$ cat src/rtl/dcache_pkg.sv
// rtl/dcache_pkg.sv - shared constants and request/bank-port types for the data-cache port-0 arbiter
package dcache_pkg;

    localparam int NUM_BANKS  = 2;
    localparam int BANK_BITS  = 1;
    localparam int ADDR_W     = 10;
    localparam int DATA_W     = 32;
    localparam int WM_W       = DATA_W / 8;
    localparam int ROW_W      = ADDR_W - BANK_BITS;
    localparam int STARVE_MAX = 4;
    localparam int RD_LAT     = 2;
    localparam int CNT_W      = $clog2(STARVE_MAX + 1);

    typedef struct packed {
        logic              nce;
        logic              nwe;
        logic [WM_W-1:0]   wm;
        logic [ADDR_W-1:0] addr;
        logic [DATA_W-1:0] data;
    } DCacheReq_t;

    typedef struct packed {
        logic              nce;
        logic              nwe;
        logic [WM_W-1:0]   wm;
        logic [ROW_W-1:0]  addr;
        logic [DATA_W-1:0] data;
    } DCacheBankIF_t;

endpackage

$ cat src/rtl/dcache_rd_tracker.sv
// rtl/dcache_rd_tracker.sv - follows granted MC reads through the SRAM latency and muxes the returning bank data
module dcache_rd_tracker
    import dcache_pkg::*;
(
    input  logic                        clk,
    input  logic                        rst,
    input  logic                        rd_grant,
    input  logic [BANK_BITS-1:0]        rd_bank,
    input  logic [NUM_BANKS*DATA_W-1:0] bank_rdata,
    output logic                        rvalid,
    output logic [DATA_W-1:0]           rdata
);

    logic [RD_LAT-1:0]    vld;
    logic [BANK_BITS-1:0] bnk [RD_LAT];

    always_ff @(posedge clk or posedge rst) begin
        if (rst) begin
            vld <= '0;
            for (int i = 0; i < RD_LAT; i++) bnk[i] <= '0;
        end else begin
            vld[0] <= rd_grant;
            bnk[0] <= rd_bank;
            for (int i = 1; i < RD_LAT; i++) begin
                vld[i] <= vld[i-1];
                bnk[i] <= bnk[i-1];
            end
        end
    end

    assign rvalid = vld[RD_LAT-1];
    assign rdata  = rvalid ? bank_rdata[int'(bnk[RD_LAT-1])*DATA_W +: DATA_W] : '0;

endmodule

$ cat src/rtl/dcache_bank_arbiter.sv
// rtl/dcache_bank_arbiter.sv - per-bank port-0 arbitration between memory-controller fills and core stores
module dcache_bank_arbiter
    import dcache_pkg::*;
(
    input  logic                        clk,
    input  logic                        rst,
    input  logic                        IN_mc_nce,
    input  logic                        IN_mc_nwe,
    input  logic [WM_W-1:0]             IN_mc_wm,
    input  logic [ADDR_W-1:0]           IN_mc_addr,
    input  logic [DATA_W-1:0]           IN_mc_data,
    output logic                        OUT_mc_stall,
    output logic [DATA_W-1:0]           OUT_mc_rdata,
    output logic                        OUT_mc_rvalid,
    input  logic                        IN_core_nwe,
    input  logic [WM_W-1:0]             IN_core_wm,
    input  logic [ADDR_W-1:0]           IN_core_addr,
    input  logic [DATA_W-1:0]           IN_core_data,
    output logic                        OUT_core_wbusy,
    output logic [NUM_BANKS-1:0]        OUT_bank_nce,
    output logic [NUM_BANKS-1:0]        OUT_bank_nwe,
    output logic [NUM_BANKS*WM_W-1:0]   OUT_bank_wm,
    output logic [NUM_BANKS*ROW_W-1:0]  OUT_bank_addr,
    output logic [NUM_BANKS*DATA_W-1:0] OUT_bank_data,
    input  logic [NUM_BANKS*DATA_W-1:0] IN_bank_rdata
);

    DCacheReq_t           mc_r, core_r;
    DCacheBankIF_t        bank_if [NUM_BANKS];
    logic [CNT_W-1:0]     starve_cnt;
    logic [BANK_BITS-1:0] mc_bank, core_bank;
    logic                 mc_req, core_req, same_bank, prio_core, mc_gnt, core_gnt;

    // A core store is always a write, so its request strobe doubles as chip enable.
    assign mc_r   = '{nce: IN_mc_nce, nwe: IN_mc_nwe, wm: IN_mc_wm, addr: IN_mc_addr, data: IN_mc_data};
    assign core_r = '{nce: IN_core_nwe, nwe: 1'b0, wm: IN_core_wm, addr: IN_core_addr, data: IN_core_data};

    assign mc_bank   = mc_r.addr[BANK_BITS-1:0];
    assign core_bank = core_r.addr[BANK_BITS-1:0];

    // prio_core depends only on the registered count, keeping grant logic loop-free.
    assign prio_core = (starve_cnt == CNT_W'(STARVE_MAX));

    always_comb begin
        mc_req    = !rst && !mc_r.nce;
        core_req  = !rst && !core_r.nce;
        same_bank = mc_req && core_req && (mc_bank == core_bank);
        mc_gnt    = mc_req && !(same_bank && prio_core);
        core_gnt  = core_req && !(same_bank && !prio_core);
    end

    assign OUT_mc_stall   = rst || (mc_req && !mc_gnt);
    assign OUT_core_wbusy = rst || (core_req && !core_gnt);

    always_comb begin
        for (int b = 0; b < NUM_BANKS; b++) begin
            bank_if[b]     = '0;
            bank_if[b].nce = 1'b1;
            bank_if[b].nwe = 1'b1;
            if (mc_gnt && mc_bank == BANK_BITS'(b)) begin
                bank_if[b].nce  = 1'b0;
                bank_if[b].nwe  = mc_r.nwe;
                bank_if[b].wm   = mc_r.wm;
                bank_if[b].addr = mc_r.addr[ADDR_W-1:BANK_BITS];
                bank_if[b].data = mc_r.data;
            end else if (core_gnt && core_bank == BANK_BITS'(b)) begin
                bank_if[b].nce  = 1'b0;
                bank_if[b].nwe  = core_r.nwe;
                bank_if[b].wm   = core_r.wm;
                bank_if[b].addr = core_r.addr[ADDR_W-1:BANK_BITS];
                bank_if[b].data = core_r.data;
            end
        end
    end

    for (genvar g = 0; g < NUM_BANKS; g++) begin : g_bank
        assign OUT_bank_nce[g]                 = bank_if[g].nce;
        assign OUT_bank_nwe[g]                 = bank_if[g].nwe;
        assign OUT_bank_wm[g*WM_W +: WM_W]     = bank_if[g].wm;
        assign OUT_bank_addr[g*ROW_W +: ROW_W] = bank_if[g].addr;
        assign OUT_bank_data[g*DATA_W +: DATA_W] = bank_if[g].data;
    end

    always_ff @(posedge clk or posedge rst) begin
        if (rst)
            starve_cnt <= '0;
        else if (core_gnt || !core_req)
            starve_cnt <= '0;
        else if (!prio_core)
            starve_cnt <= starve_cnt + CNT_W'(1);
    end

    dcache_rd_tracker u_rd_tracker (
        .clk        (clk),
        .rst        (rst),
        .rd_grant   (mc_gnt && mc_r.nwe),
        .rd_bank    (mc_bank),
        .bank_rdata (IN_bank_rdata),
        .rvalid     (OUT_mc_rvalid),
        .rdata      (OUT_mc_rdata)
    );

endmodule
$ cat config.mk
export PLATFORM = sky130hd
export DESIGN_NAME = dcache_bank_arbiter
export DESIGN_NICKNAME = d
export VERILOG_FILES = /design/src/rtl/dcache_pkg.sv /design/src/rtl/dcache_rd_tracker.sv /design/src/rtl/dcache_bank_arbiter.sv
export SDC_FILE = /design/constraint.sdc
export NUM_CORES = 1
export LEC_CHECK = 0
export ABC_AREA = 1
export CAP_MARGIN = 20
export CORE_MARGIN = 10
export CORE_UTILIZATION = 26
export CTS_CLUSTER_DIAMETER = 150
export CTS_CLUSTER_SIZE = 25
export DETAILED_ROUTE_END_ITERATION = 8
export GPL_TIMING_DRIVEN = 0
export PLACE_DENSITY = 0.89
export SKIP_LAST_GASP = 1
export SYNTH_ARGS = -nofsm -noshare
export SYNTH_HDL_FRONTEND = slang
export SYNTH_SLANG_ARGS = --single-unit
$ cat constraint.sdc
create_clock -name clk -period 1.4 [get_ports clk]
set_input_delay 0.21 -clock clk [delete_from_list [all_inputs] [get_ports clk]]
set_output_delay 0.21 -clock clk [all_outputs]
set_load 0.005 [all_outputs]
# --- Yosys cells after proc, flatten, opt, wreduce, memory -nomap -nowiden ---
# Index checks and enable logic that the tools add are counted.
word_totals:
  regBits: 7
  inputBits: 161
  out_inout_bits: 129
  elab_cells: 45
op_classes:
  n_addsub: 1
  eq_ne: 3
  shift: 1
  n_mux: 7
  bitwise_logic: 2
  reduce_logical: 27
ops:
  columns: ["cell", "count"]
  rows:
  - ["47-bit two-way mux", 4]
  - ["64-bit by 7-bit variable part select with 32-bit output", 1]
  - ["32-bit two-way mux", 1]
  - ["1-bit logical AND", 15]
  - ["1-bit zero test", 9]
  - ["3-bit two-way mux", 2]
  - ["3-bit by 1-bit adder with 3-bit output (second input constant)", 1]
  - ["3-bit == test (second input constant)", 1]
  - ["1-bit logical OR", 3]
  - ["2-bit by 1-bit inequality test with 1-bit output (second input constant)", 1]
  - ["1-bit inverter", 2]
  - ["1-bit == test", 1]

# --- Depth between registers and ports, before layout ---
# Gate-level depths: netlist of run 1.
logic_depth:
  word_depth: 10
  mapped_depth: 9
  depth_no_buf: 8

# --- Cells and area by module ---
# Synthesis of run 1 repeated with hierarchy kept, for this count alone.
unflattened:
  cells_unflattened: 547
  area_unflattened_um2: 2846.5
by_module_without_submodules:
  columns: ["module", "instances", "cells_each", "area_each_um2", "seq_area_each_um2"]
  rows:
  - ["dcache_bank_arbiter", 1, 372, 2048.2, 75.1]
  - ["dcache_rd_tracker", 1, 175, 798.3, 100.1]

# --- Worst setup path before layout of run 1 ---
# OpenSTA, ideal clock, no wires.
synth_timing:
  path_kind: "register -> output"
  startpoint: "register starve_cnt[0]"
  endpoint: "output OUT_bank_addr[10]"
  t_arrival_ns: 1.230
  required_ns: 1.190
  slack_ns: -0.040
  stages_incl_launch_ff: 10
  path_buffers: 2
  path_cell_list: "dfrtp_1 > inv_1 > ha_1 > nand2_1 > inv_1 > nand3_2 > buf_6 > buf_4 > nand4_1 > nand2_1"
synth_via:
  elab_chain_len: 8
  word_cells_on_any_way: 12
  classes_between: "1 x eq/ne; 2 x mux; 9 x reduce/logical"
synth_lines:
  columns: ["element", "line_no", "rtl"]
  rows:
  - ["start, declared", "dcache_bank_arbiter.sv:30", "logic [CNT_W-1:0] starve_cnt;"]
  - ["start signal, assigned", "dcache_bank_arbiter.sv:90", "starve_cnt <= starve_cnt + CNT_W'(1);"]
  - ["3-bit == test (*)", "dcache_bank_arbiter.sv:42", "assign prio_core = (starve_cnt == CNT_W'(STARVE_MAX));"]
  - ["1-bit zero test", null, null]
  - ["1-bit logical AND", "dcache_bank_arbiter.sv:49", "core_gnt = core_req && !(same_bank && !prio_core);"]
  - ["1-bit zero test", "dcache_bank_arbiter.sv:49", null]
  - ["1-bit logical AND", "dcache_bank_arbiter.sv:49", null]
  - ["1-bit logical AND", "dcache_bank_arbiter.sv:66", "end else if (core_gnt && core_bank == BANK_BITS'(b)) begin"]
  - ["47-bit two-way mux", "dcache_bank_arbiter.sv:66", null]
  - ["47-bit two-way mux (*)", "dcache_bank_arbiter.sv:60", "if (mc_gnt && mc_bank == BANK_BITS'(b)) begin"]
  - ["end, declared", "dcache_bank_arbiter.sv:23", "output logic [NUM_BANKS*ROW_W-1:0] OUT_bank_addr,"]
# Mark *: on every way between the ends. The rest lies on a longest branch, timed or not.

# --- Worst setup path in the final report of run 1 ---
layout_timing:
  startpoint: "register starve_cnt[0]"
  endpoint: "output OUT_bank_data[36]"
layout_via:
  elab_chain_len: 8
  word_cells_on_any_way: 12
  classes_between: "1 x eq/ne; 2 x mux; 9 x reduce/logical"
layout_lines:
  columns: ["element", "line_no", "rtl"]
  rows:
  - ["3-bit == test (*)", "dcache_bank_arbiter.sv:42", null]
  - ["1-bit zero test", null, null]
  - ["1-bit logical AND", "dcache_bank_arbiter.sv:49", null]
  - ["1-bit zero test", "dcache_bank_arbiter.sv:49", null]
  - ["1-bit logical AND", "dcache_bank_arbiter.sv:49", null]
  - ["1-bit logical AND", "dcache_bank_arbiter.sv:66", null]
  - ["47-bit two-way mux", "dcache_bank_arbiter.sv:66", null]
  - ["47-bit two-way mux (*)", "dcache_bank_arbiter.sv:60", null]
  - ["end, declared", "dcache_bank_arbiter.sv:24", "output logic [NUM_BANKS*DATA_W-1:0] OUT_bank_data,"]
# Marks and branches as above.

==> results.sh, run 1 <==
export IMPL_area_growth_pct=162
export IMPL_max_freq_mhz=487
export IMPL_ios=290
export IMPL_synth_top_cell_area_share_pct=44.0
export IMPL_grt_pass1_vias=5888
export IMPL_final_common_cell="nand4_1"
export IMPL_grt_overflow=0
export IMPL_insertedDiodeCount=0
export IMPL_die_w_um=120
export IMPL_final_cell_mix="nand4_1 (182), clkdlybuf4s50_1 (155), buf_2 (132), nand2_1 (94), buf_6 (74)"
export IMPL_setup_slack_ns=-0.653
export IMPL_clk_pin_slew_ns=0.04
export IMPL_drt_total_wl_um=22500
export IMPL_wire_per_inst_um=22.7
export IMPL_slowest_stage="dfrtp_1"
export IMPL_grt_max_degree=11
export IMPL_nNetsFinal=1025
export IMPL_dr_pass1_iters=7
export IMPL_gr_usage_all_layers_pct=28.3
export IMPL_hold_viol=0
export IMPL_outcome="finished with violations"
export IMPL_synth_nets=645
export IMPL_min_period_ns=2.05
export IMPL_synthesis_area_um2=2590
export IMPL_seq_area_frac_synth_pct=6.77
export IMPL_coreArea_um2=9730
export IMPL_critPathLaunchType="flop"
export IMPL_crit_required_ns=1.19
export IMPL_drive_above_1_share_pct=42.0
export IMPL_path_class="reg -> out"
export IMPL_start_util_pct=26.6
export IMPL_numPortBuffers=289
export IMPL_violations="setup timing"
export IMPL_crit_path_end_kind="output pin"
export IMPL_drv_cap=0
export IMPL_post_route_util_pct=69.7
export IMPL_clk_path_buf_depth=2
export IMPL_finalSetupViolations=129
export IMPL_via_count=5717
export IMPL_cts_tree="done"
export IMPL_cts_hold_buf=0
export IMPL_rr_startpoint="starve_cnt[0]"
export IMPL_synth_edff_count=0
export IMPL_crit_fanout=5
export IMPL_worstMarginPinSlew_ns=0.511
export IMPL_reg2reg_depth=8
export IMPL_period_share_pct=147
export IMPL_cts_num_sinks=7
export IMPL_r2r_setup_slack_ns=-0.01
export IMPL_worstHoldPathType="in -> async"
export IMPL_synth_area_top_cells="nand4_1 (44%), nand2_1 (15%), nor2_1 (9.9%)"
export IMPL_maxSlewViolCount=0
export IMPL_synth_cell_types=19
export IMPL_gp_congestion=0.943
export IMPL_critPathArrivalTime_ns=1.84
export IMPL_die_area_um2=14300
export IMPL_cts_root_buffer="clkbuf_8"
export IMPL_whs_ns=0.203
export IMPL_async_flop_share_pct=100
export IMPL_cp_top_family="buffers and inverters"
export IMPL_vias_per_cell=5.75
export IMPL_syn_inst=482
export IMPL_slew_headroom_pct=65.9
export IMPL_post_route_drc_count=0
export IMPL_cts_htree_levels=1
export IMPL_synth_warnings=0
export IMPL_avgSynthCellArea_um2=5.37
export IMPL_postRouteAntennaNets=0
export IMPL_dp_hpwl_um=15300
export IMPL_row_count=36
export IMPL_clk_latency_ns=0.23
export IMPL_r2r_end="u_rd_tracker.vld[0]"
export IMPL_slowest_delay_ns=0.39
export IMPL_power_per_cell_area_nw_per_um2=311
export IMPL_die_h_um=120
export IMPL_grt_pass1_wl_um=33500
export IMPL_p_leak_nw=3.39
export IMPL_drtIter0Drc=702
export IMPL_fin_skew_ns=0.00297
export IMPL_vdd_drop_max_v=0.000241
export IMPL_ys_flop_type="dfrtp_1"
export IMPL_crit_chain="inv_2 > ha_4 > nand2_4 > inv_4 > nand3_4 > buf_8 > bufbuf_16 > nand4_1 > nand2_1 > buf_2"
export IMPL_synth_top_area_cell="nand4_1"
export IMPL_antenna_found_initial=0
export IMPL_path_buf_inv=5
export IMPL_ys_ff_latch=7
export IMPL_rsz0062_at_grt="true"
export IMPL_cts_buffers=3
==> how the worst max path moves through the flow <==
stage	cells past startpoint	startpoint	end	slack [ns]
5_1_grt	10	starve_cnt[0]	OUT_bank_data[36]	-0.74
2_1_floorplan	9	starve_cnt[0]	OUT_bank_data[38]	0.007
3_5_place_dp	7	rst	OUT_bank_data[33]	-1.28
6_report	10	starve_cnt[0]	OUT_bank_data[36]	-0.65
4_1_cts	10	starve_cnt[1]	OUT_bank_data[36]	-0.73
3_3_place_gp	7	rst	OUT_bank_data[33]	-1.23
==> cell usage after synthesis, types with 3 or more instances <==
| cell | number |
|---|---|
| nand2_1 | 100 |
| nand3_1 | 4 |
| buf_4 | 7 |
| buf_2 | 29 |
| clkbuf_1 | 19 |
| buf_1 | 11 |
| buf_6 | 3 |
| nor2_1 | 68 |
| inv_1 | 8 |
| dfrtp_1 | 7 |
| inv_2 | 4 |
| nand4_1 | 182 |
| o21ai_0 | 32 |
==> metrics by stage <==
stage	area (um^2)	setup slack, ns	cells	setup TNS, ns	total power (W)
after floorplan	2610	0.00735	482	0	0.000638
after global placement	5670	-1.23	904	-121.57	0.00161
after detailed placement	5670	-1.28	904	-124.80	0.00162
after CTS	6650	-0.726	992	-64.78	0.00201
after global routing	6780	-0.738	994	-64.52	0.00222
final	6780	-0.653	994	-55.59	0.00211
==> tightest hold or removal path, delay by kind of cell <==
family | cells | cell delay (ns)
buf+inv | 3 | 0.57
==> repair_timing <==
action,4_1_cts,5_1_grt
pin swaps,84,89
cloned,17,2
setup buffers,68,23
setup endpoints to repair,133,132
resized for setup,735,111
==> layout make-up <==
cell class              count  area, um^2
plain buffers              61         527
clock buffers               4        45.0
fillers                   837        2950
inverters                  12        55.1
multi-input cells         395        2380
flip-flops and latches      7         176
well taps                 133         166
repair buffers            382        3430
==> metal layers <==
| layer | part of all wire (%) | global-route usage, % | up-vias |
|---|---|---|---|
| met5 | 0 | 0 | - |
| met4 | 4.6 | 10.6 | 0 |
| met3 | 10 | 6.80 | 93 |
| met2 | 49 | 51.1 | 465 |
| met1 | 36 | 31.3 | 2606 |
| li1 | - | - | 2553 |
==> power by group <==
group | internal, W | total, W | switching (W)
clock network | 0.000198 | 0.000291 | 0.0000939
logic | 0.000857 | 0.00160 | 0.000745
registers | 0.000209 | 0.000215 | 0.00000600
total | 0.00126 | 0.00211 | 0.000845
==> cell families (layout without fill, tap and decap cells) <==
logic type	after synthesis	after routing	synth area share, %
AO/OA/AOI/OAI	32	32	6.19
buffers and inverters	81	459	15.0
XOR/XNOR	1	1	0.339
adder cells (fa/ha/maj)	2	2	0.967
AND/OR/NAND/NOR	359	360	70.7
flip-flops	7	7	6.77
==> state kept, by name, indices dropped and copies added, names as in the netlist <==
signal,flops
starve_cnt,3
u_rd_tracker.bnk,2
u_rd_tracker.vld,2
(Power assumes the default switching activity.)
==> run 2, diff against run 1 <==
==> constraint.sdc (replaced) <==
create_clock -name clk -period 1.4 [get_ports clk]
set_input_delay 0.35 -clock clk [delete_from_list [all_inputs] [get_ports clk]]
set_output_delay 0.35 -clock clk [all_outputs]
set_load 0.005 [all_outputs]
==> run 2 against run 1 <==
Against the previous run:
- wire length down 8.3%
- non-clock buffer count down 28
- final cell count down 2.9%
- critical path type unchanged
- highest routed layer unchanged
- utilization down 3.0 points
- die area unchanged
- first-iteration DRC count down 26%
- critical endpoint is now OUT_bank_nwe[1]
- sequential cell count unchanged
- the flow still finishes with violations (setup timing)
- count of clock-buffer cells in the layout unchanged
- maximum frequency down 5.4%
- via count down 5.2%
==> results.sh, run 2 (synthesis results as in run 1) <==
export IMPL_outcome="finished with violations"
export IMPL_violations="setup timing"
export IMPL_die_h_um=120
export IMPL_die_w_um=120
export IMPL_setup_slack_ns=-0.769
export IMPL_largest_registers="starve_cnt: 3 flops, u_rd_tracker.bnk: 2 flops, u_rd_tracker.vld: 2 flops"
export IMPL_nNetsFinal=996
export IMPL_path_buf_inv=6
export IMPL_min_period_ns=2.17
export IMPL_top_register="starve_cnt"
export IMPL_power_per_cell_area_nw_per_um2=317
export IMPL_grt_pass1_wl_um=30400
export IMPL_drt_total_wl_um=20600
export IMPL_critPathArrivalTime_ns=1.82
export IMPL_clk_latency_ns=0.23
export IMPL_startpoint="starve_cnt[1]"
export IMPL_antenna_found_initial=0
export IMPL_cts_tree="done"
export IMPL_r2r_setup_slack_ns=-0.23
export IMPL_worstMarginPinSlew_ns=0.534
export IMPL_dr_pass1_iters=5
export IMPL_post_route_drc_count=0
export IMPL_insertedDiodeCount=0
export IMPL_clk_path_buf_depth=2
export IMPL_vdd_drop_max_v=0.000184
export IMPL_critPathLaunchType="flop"
export IMPL_wire_per_inst_um=21.4
export IMPL_grt_pass1_vias=5425
export IMPL_cts_root_buffer="clkbuf_8"
export IMPL_slew_headroom_pct=64.4
export IMPL_crit_fanout=4
export IMPL_die_area_um2=14300
export IMPL_reg2reg_depth=10
export IMPL_crit_required_ns=1.05
export IMPL_clk_pin_slew_ns=0.04
export IMPL_slowest_delay_ns=0.37
export IMPL_fin_skew_ns=0.00182
export IMPL_cts_num_sinks=7
export IMPL_period_share_pct=155
export IMPL_dp_slack_ns=-1.65
export IMPL_worstHoldPathType="in -> async"
export IMPL_maxSlewViolCount=0
export IMPL_finalSetupViolations=129
export IMPL_coreArea_um2=9730
export IMPL_post_route_util_pct=66.7
export IMPL_postRouteAntennaNets=0
export IMPL_rsz0062_at_grt="true"
export IMPL_cts_htree_levels=1
export IMPL_nFillCells=828
export IMPL_r2r_end="u_rd_tracker.vld[0]"
export IMPL_largest_reg_flops=3
export IMPL_crit_chain="inv_1 > ha_2 > nand2_4 > inv_2 > nand3_4 > buf_8 > buf_8 > buf_6 > nand3_2 > nand2_2 > nand2_1 > buf_2"
export IMPL_dp_hpwl_um=14900
export IMPL_ios=290
export IMPL_cp_common_cell="buf_8"
export IMPL_via_count=5418
export IMPL_start_util_pct=26.6
export IMPL_dpl_cell_count=904
export IMPL_grt_max_degree=11
export IMPL_max_freq_mhz=461
export IMPL_p_leak_nw=3.19
export IMPL_row_count=36
export IMPL_slowest_stage="dfrtp_1"
export IMPL_final_common_cell="nand4_1"
export IMPL_path_class="reg -> out"
export IMPL_numPortBuffers=289
export IMPL_final_cells=965
export IMPL_gr_usage_all_layers_pct=25.6
export IMPL_final_cell_mix="nand4_1 (182), clkdlybuf4s50_1 (155), buf_2 (106), nand2_1 (95), nor2_1 (38)"
export IMPL_hold_viol=0
export IMPL_rr_startpoint="starve_cnt[1]"
export IMPL_vias_per_cell=5.61
export IMPL_drv_cap=0
export IMPL_crit_cells=12
export IMPL_crit_path_end_kind="output pin"
export IMPL_drtIter0Drc=516
export IMPL_drive_above_1_share_pct=36.4
export IMPL_grt_overflow=0
export IMPL_gp_congestion=0.927
export IMPL_crit_end="OUT_bank_nwe[1]"
export IMPL_cp_top_family="buffers and inverters"
export IMPL_cts_buffers=3
export IMPL_area_growth_pct=151
## run 2: cell type report
| cell class | instances | area [um^2] | share of cell area (%) |
|---|---|---|---|
| Timing Repair Buffer | 347 | 3110 | 47.9 |
| Buffer | 68 | 616 | 9.49 |
| Sequential cell | 7 | 176 | 2.72 |
| Tap cell | 133 | 166 | 2.56 |
| Multi-Input combinational cell | 394 | 2320 | 35.8 |
| Clock buffer | 4 | 45.0 | 0.694 |
| Inverter | 12 | 52.6 | 0.810 |
## run 2: power breakdown
group	internal, W	switching [W]	total, W
Clock	0.000197	0.0000856	0.000282
Combinational	0.000847	0.000711	0.00156
Sequential	0.000210	0.00000528	0.000215
## run 2: repair_timing
item | 4_1_cts | 5_1_grt
setup endpoints to repair | 133 | 129
hold buffers | 0 | 0
pin swaps | 53 | 52
resized for setup | 611 | 94
gates cloned | 7 | 2
setup buffers | 40 | 14
endpoints found under the hold margin | 0 | 0
## run 2: layer usage
layer / part of all wire, % / GRT usage (%)
met1: 37 / 28.9
met2: 49 / 44.2
met3: 10 / 7.22
met4: 3.9 / 10.8
met5: 0 / 0
## run 2: worst reg2reg max path, delay by kind of cell, from the launching register on
kind / cells / cell delay (ns)
flip-flops: 1 / 0.37
adder cells (fa/ha/maj): 1 / 0.18
buffers and inverters: 6 / 0.65
AND/OR/NAND/NOR: 3 / 0.32
## run 2: metrics by stage
| stage | power, W | cell area, um^2 | setup TNS [ns] | hold slack [ns] |
|---|---|---|---|---|
| 6_report | 0.00206 | 6490 | -73.68 | 0.268 |
| 2_1_floorplan | 0.000644 | 2630 | -7.17 | 0.0947 |
| 3_3_place_gp | 0.00161 | 5690 | -164.75 | 0.333 |
| 5_1_grt | 0.00218 | 6490 | -85.45 | 0.276 |
| 3_5_place_dp | 0.00162 | 5690 | -164.78 | 0.343 |
| 4_1_cts | 0.00195 | 6200 | -74.90 | 0.265 |
## run 2: worst min-delay path by stage
stage | to | start | cells past startpoint | slack, ns
floorplan | starve_cnt[0] | rst | 1 | 0.09
CTS | starve_cnt[2] | rst | 3 | 0.26
global placement | u_rd_tracker.bnk[0] | u_rd_tracker.bnk[1] | 0 | 0.33
finish | starve_cnt[2] | rst | 3 | 0.27
global route | u_rd_tracker.bnk[0] | rst | 3 | 0.28
detailed placement | u_rd_tracker.bnk[0] | u_rd_tracker.bnk[1] | 0 | 0.34
==> run 3, diff against run 2 <==
--- a/config.mk
+++ b/config.mk
@@ -6,6 +6,7 @@
 export NUM_CORES = 1
 export LEC_CHECK = 0
 export ABC_AREA = 1
+export ABC_CLOCK_PERIOD_IN_PS = 1400
 export CAP_MARGIN = 20
 export CORE_MARGIN = 10
 export CORE_UTILIZATION = 26
==> results of run 3 <==
The final DEF is identical to that of run 2; final timing and power are the same.
